### src/rtl/mem_stage.sv
// mem_stage: memory stage that issues loads/stores, waits for dmem_ack with
// a timeout, and emits one writeback record per instruction.
// Ports:
//   clk, reset_n (sync, active-low).
//   in_*: execute result and load/store/register-write controls.
//   in_ready, stall: upstream handshake.
//   dmem_*: data memory request/response.
//   wb_*: writeback record.
//   err: sticky error flag.
module mem_stage #(
  parameter int TIMEOUT_CYCLES = 255
) (
  input  logic        clk,
  input  logic        reset_n,
  input  logic        in_valid,
  output logic        in_ready,
  input  logic        in_mem_read,
  input  logic        in_mem_write,
  input  logic        in_reg_write,
  input  logic [31:0] in_alu,
  input  logic [31:0] in_rt,
  input  logic [4:0]  in_dst_addr,
  output logic        dmem_req,
  output logic        dmem_we,
  output logic [31:0] dmem_addr,
  output logic [31:0] dmem_wdata,
  input  logic        dmem_ack,
  input  logic [31:0] dmem_rdata,
  output logic        wb_valid,
  output logic        wb_reg_write,
  output logic [4:0]  wb_dst_addr,
  output logic [31:0] wb_data,
  output logic        stall,
  output logic        err
);

  localparam logic [7:0] TO = 8'(TIMEOUT_CYCLES);

  typedef enum logic {
    IDLE   = 1'b0,
    ACCESS = 1'b1
  } state_t;

  state_t      state;
  logic [7:0]  cnt;
  logic        lat_rw;
  logic [4:0]  lat_dst;

  logic is_mem;
  assign is_mem   = in_mem_read | in_mem_write;
  assign in_ready = (state == IDLE);
  assign stall    = in_valid & ~in_ready;

  always_ff @(posedge clk) begin
    if (!reset_n) begin
      state        <= IDLE;
      cnt          <= '0;
      lat_rw       <= 1'b0;
      lat_dst      <= '0;
      err          <= 1'b0;
      dmem_req     <= 1'b0;
      dmem_we      <= 1'b0;
      dmem_addr    <= '0;
      dmem_wdata   <= '0;
      wb_valid     <= 1'b0;
      wb_reg_write <= 1'b0;
      wb_dst_addr  <= '0;
      wb_data      <= '0;
    end else begin
      wb_valid <= 1'b0;
      unique case (state)
        IDLE: begin
          if (in_valid && !is_mem) begin
            wb_valid     <= 1'b1;
            wb_data      <= in_alu;
            wb_reg_write <= in_reg_write;
            wb_dst_addr  <= in_dst_addr;
          end else if (in_valid) begin
            // Read+write together is treated as a store and flagged.
            state      <= ACCESS;
            cnt        <= '0;
            dmem_req   <= 1'b1;
            dmem_we    <= in_mem_write;
            dmem_addr  <= in_alu;
            dmem_wdata <= in_rt;
            lat_rw     <= in_reg_write;
            lat_dst    <= in_dst_addr;
            if (in_mem_read && in_mem_write)
              err <= 1'b1;
          end
        end
        ACCESS: begin
          if (dmem_ack) begin
            state        <= IDLE;
            dmem_req     <= 1'b0;
            dmem_we      <= 1'b0;
            wb_valid     <= 1'b1;
            wb_dst_addr  <= lat_dst;
            wb_reg_write <= dmem_we ? 1'b0 : lat_rw;
            wb_data      <= dmem_we ? dmem_addr : dmem_rdata;
          end else if (cnt == TO) begin
            // Timeout: abort with an empty record and latch the error.
            state        <= IDLE;
            dmem_req     <= 1'b0;
            dmem_we      <= 1'b0;
            wb_valid     <= 1'b1;
            wb_dst_addr  <= lat_dst;
            wb_reg_write <= 1'b0;
            wb_data      <= '0;
            err          <= 1'b1;
          end else begin
            cnt <= cnt + 8'd1;
          end
        end
        default: state <= IDLE;
      endcase
    end
  end

endmodule

### config.mk
export PLATFORM = sky130hd
export DESIGN_NAME = mem_stage
export DESIGN_NICKNAME = d
export VERILOG_FILES = /design/src/rtl/mem_stage.sv
export SDC_FILE = /design/constraint.sdc
export NUM_CORES = 1
export LEC_CHECK = 0
export ABC_AREA = 1
export BUFFER_PORTS_ARGS = -buffer_cell sky130_fd_sc_hd__buf_2
export CAP_MARGIN = 20
export CELL_PAD_IN_SITES_DETAIL_PLACEMENT = 1
export CELL_PAD_IN_SITES_GLOBAL_PLACEMENT = 2
export CORE_MARGIN = 5
export CORE_UTILIZATION = 22
export CTS_CLUSTER_DIAMETER = 40
export DETAILED_ROUTE_END_ITERATION = 10
export PLACE_DENSITY = 0.86
export SLEW_MARGIN = 20
export SYNTH_ARGS = -nofsm -noshare
export SYNTH_HDL_FRONTEND = slang
export SYNTH_SLANG_ARGS = --single-unit
### constraint.sdc
create_clock -name clk -period 1.5 [get_ports clk]
set_input_delay 0.375 -clock clk [delete_from_list [all_inputs] [get_ports clk]]
set_output_delay 0.375 -clock clk [all_outputs]
set_load 0.005 [all_outputs]
# --- Word-level counts from Yosys, hierarchy flattened ---
# Cells that the tools add are included.
classes:
  n_eq_ne: 9
  reduce_logical: 8
  n_addsub: 1
  mux: 41
  bitwise: 4
op_table:
  columns: ["cell", "n"]
  rows:
  - ["two-way mux 32 bit", 4]
  - ["one-hot mux 32 bit (2 select lines)", 1]
  - ["two-way mux 8 bit", 4]
  - ["two-way mux 1 bit", 21]
  - ["one-hot mux 8 bit (2 select lines)", 1]
  - ["two-way mux 5 bit", 3]
  - ["one-hot mux 1 bit (2 select lines)", 6]
  - ["one-hot mux 5 bit (2 select lines)", 1]
  - ["adder 8 x 1 -> 8 bit (second input constant)", 1]
  - ["== test 8 bit (second input constant)", 1]
  - ["inequality test 2 bit (second input constant)", 4]
  - ["inequality test 2 x 1 -> 1 bit (second input constant)", 3]
  - ["AND reduction 3 bit", 2]
  - ["AND reduction 5 bit", 1]
  - ["AND reduction 4 bit", 1]
  - ["inequality test 3 x 2 -> 1 bit (second input constant)", 1]
  - ["logical AND 1 bit", 2]
  - ["NOT 1 bit", 2]
  - ["AND reduction 2 bit", 1]
  - ["AND 1 bit", 1]
  - ["zero test 1 bit", 1]
  - ["OR 1 bit", 1]
totals:
  output_inout_bits: 108
  wordCells: 76
  register_bits: 121
  in_bits: 108

# --- Longest topological paths before layout ---
logic_depth:
  word_depth: 5
  ltp_mapped: 10
  mapped_depth_nobuf: 10

# --- Worst setup path before layout ---
# No wires, ideal clock.
synth_timing:
  kind: "reg-to-reg"
  from: "register cnt[0]"
  to: "register wb_data[10]"
  path_buffers: 1
  synth_period_minus_slack_ns: 1.414
  t_required_ns: 1.387
  setup_ns: 0.113
  arrival_ns: 1.301
  path_stages_with_launch: 10
  slack_ns: 0.086
  cell_sequence: "dfxtp_1 -> ha_1 -> nand2_2 -> nor2_4 -> nand2_2 -> nand2_2 -> nand2_4 -> buf_2 -> nor2_1 -> nor2_1"
synth_between:
  elab_chain_cells: 3
synth_rtl:
  columns: ["item", "line_no", "text"]
  rows:
  - ["start, declared", "45", "logic [7:0] cnt;"]
  - ["start signal, assigned", "112", "cnt <= cnt + 8'd1;"]
  - ["== test 8 bit", "101", "end else if (cnt == TO) begin"]
  - ["inequality test 3 x 2 -> 1 bit (no source line)", null, null]
  - ["AND reduction 2 bit (no source line)", null, null]
  - ["end signal, assigned", "75", "wb_data <= in_alu;"]
  - ["end signal, assigned", "100", "wb_data <= dmem_we ? dmem_addr : dmem_rdata;"]
  - ["end, declared", "32", "output logic [31:0] wb_data,"]
# Every way passes these cells.
# A chain may end at the register's enable or synchronous reset.

# --- Final worst setup path ---
layout_timing:
  from: "register cnt[1]"
  to: "register wb_data[8]"
# Same word-level chain as after synthesis.

==> impl_metrics.ini <==
[drt]
dr_total_vias = 5830
drt_iter0_drc = 219
wl_per_cell_um = 15.6
ant_nets = 0
drcViolationCount = 0
wirelength_um = 21400
vias_per_cell = 4.25
first_pass_iters = 4

[worst_hold_path]
hold_path.class = primary input to register

[yosys]
synth_commonest_cells = 243 x nor2_1, 152 x nand2_1, 121 x dfxtp_1
syn_inst = 806
syn_nets = 915
yosys-top-cells-area = dfxtp_1 45%, nor2_1 17%, nand2_1 11%
synth.most_common_cell = nor2_1
yosysWarnings = 0
synth_top_area_share_pct = 45.4
yosysTopAreaCell = dfxtp_1
synth_edf_count = 0
synthDistinctLibCells = 26
synth_area_per_cell_sq_um = 6.62
synth_ff_type = dfxtp_1
ys_ff_latch = 121
synthArstFlopShare_pct = 0
syn-cell-area_sq_um = 5340
seq_area_frac_synth_pct = 45.4

[critical_path]
worstSetupEndpointType = register
critPathRequiredTime_ns = 1.80
max_stage_delay_ns = 0.35
cpMaxStageDelayCell = dfxtp_2
crit_buf_inv = 1
crit_chain = ha_4, nand2_4, nor2_4, nand2_2, nand2_4, nand2_8, clkbuf_16, nor2_1, nor2_1
crit_fanout = 13
cp_data_arrival_time_ns = 1.75
cpLargestDelayFamily = simple AND/OR/NAND/NOR gates
startpoint_type = register
critical_path_class = register to register

[place]
place_hpwl_um = 15100
place_ws_ns = -0.0613
placed_cells = 1328
portBuffers = 215
place_congestion = 0.821
placed_cell_area_sq_um = 6950

[cts]
hold_buffers = 0
cts_tree = built
clkLatencyLatePin_ns = 0.40
cts-buffers-inserted = 17
cts.htree.levels = 4
clock_sinks = 121
root_buffer = clkbuf_16
clockBufferDepth = 2
clk_pin_slew_ns = 0.05

[finish]
fin_nets = 1147
final-seq-area_sq_um = 2430
final_cell_area_sq_um = 7830
drive_above_1_share_pct = 31.3
fillers = 3123
fin_cells = 1372
multi_input_area_sq_um = 2560
syn_to_final_growth_pct = 46.6
postLayoutCoreUtil_pct = 32.5

[grt]
grt_max_degree = 41
grt_pass1_wl_um = 32800
grt_pass1_vias = 5965
grt-ovfl-total = 0
grt_usage_pct = 14.6
antenna_found_initial = 1

[sta]
rsz0062_at_grt = yes
period_share_pct = 96.9
fmax_mhz = 688
hold_violations = 0
finalSetupViolations = 0
finClkSkew_ns = 0.00865
fin_crit_ns = 1.45
max-slew-margin-rel_pct = 79.1
worst_slack_ns = 0.0464
holdWs_ns = 0.219
tns_ns = 0
slew_viol_final = 0
tightest_slew_ns = 0.314

[power_and_ir_drop]
ir_drop_mv = 0.709
p_per_area_nw_per_um2 = 1150
leakagePower_nw = 3.89
power.total_mw = 8.99

[floorplanning]
die-height_um = 166
die_area_sq_um = 27500
rows = 57
core_sq_um = 24100
die_x_um = 166
initial_utilization_pct = 22.1
ios = 216

[flow_run]
max_cap_violations = 0

[status]
status = finished, final reports clean
## layout by cell type, fill, tap and decap left out, types with 5 or more instances in the layout
master,n
nand2_1,143
buf_2,212
inv_1,49
o21ai_2,6
clkbuf_1,5
a21oi_1,20
clkbuf_16,22
nand3_1,15
nand2_2,9
buf_4,32
buf_12,11
nor2_2,7
dfxtp_1,116
o21ai_1,20
nor2_1,237
o21ai_0,104
## sequential cells by signal (all words and copies together), names as in the netlist
| register | cells |
|---|---|
| dmem_req | 1 |
| dmem_wdata | 32 |
| err | 1 |
| wb_data | 32 |
| state | 1 |
| dmem_we | 1 |
| wb_valid | 1 |
| cnt | 8 |
| lat_dst | 5 |
| lat_rw | 1 |
| dmem_addr | 32 |
| wb_reg_write | 1 |
| wb_dst_addr | 5 |
## path summary, 6_finish.rpt
| check | slack, ns | cells after the start | start | end |
|---|---|---|---|---|
| hold reg to reg | 0.46 | 2 | dmem_addr[30]$_SDFFE_PN0P_ | dmem_addr[30]$_SDFFE_PN0P_ |
| setup / recovery | 0.05 | 9 | cnt[1]$_SDFFE_PN0P_ | wb_data[8]$_SDFFE_PN0P_ |
| hold / removal | 0.22 | 3 | in_rt[4] | dmem_wdata[4]$_SDFFE_PN0P_ |
| setup reg to reg | 0.05 | 9 | cnt[1]$_SDFFE_PN0P_ | wb_data[8]$_SDFFE_PN0P_ |
## per-layer routing
layer  vias up  GRT usage (%)  part of all wire [%]
li1       2978              -                     -
met1      2729           18.5                    45
met2       113           25.5                    50
met3         8           3.78                   4.4
met4         2           2.69                  0.41
met5         -              0                 0.061
## worst min-delay path, cell delays in order
cell     delay [ns]
buf_2          0.07
o21ai_0        0.07
nor2_1         0.07
## kinds of logic after synthesis
kind of cell / Yosys count / synth area share, %
AND/OR/NAND/NOR: 423 / 30.9
AO/OA/AOI/OAI: 155 / 14.8
flip-flops: 121 / 45.4
buffers and inverters: 106 / 8.67
adder cells (fa/ha/maj): 1 / 0.234
## power by group
group          internal (mW)  leakage, nW  total, mW  switching (mW)
clock                   2.15        0.242       3.55            1.40
combinational          0.788         2.65       1.79            1.00
sequential              3.50         1.00       3.66           0.158
total                   6.44         3.89       8.99            2.56
## layout make-up
type,instances,area share [%]
timing repair buffer,264,21.9
multi-input combinational,579,32.7
tap,324,5.18
antenna,1,0.0320
clock buffer,24,6.03
inverter,55,2.80
sequential,121,31.1
clock inverter,4,0.288
## timing repair
item                                    4_1_cts  5_1_grt
gates cloned                                  1        6
buffers inserted                              3        6
resized for setup                            14       40
endpoints found under the setup margin        9       91
hold endpoints to repair                      0        0
pin swaps                                     0        7
Note: power is estimated with default switching activity, not from simulation.
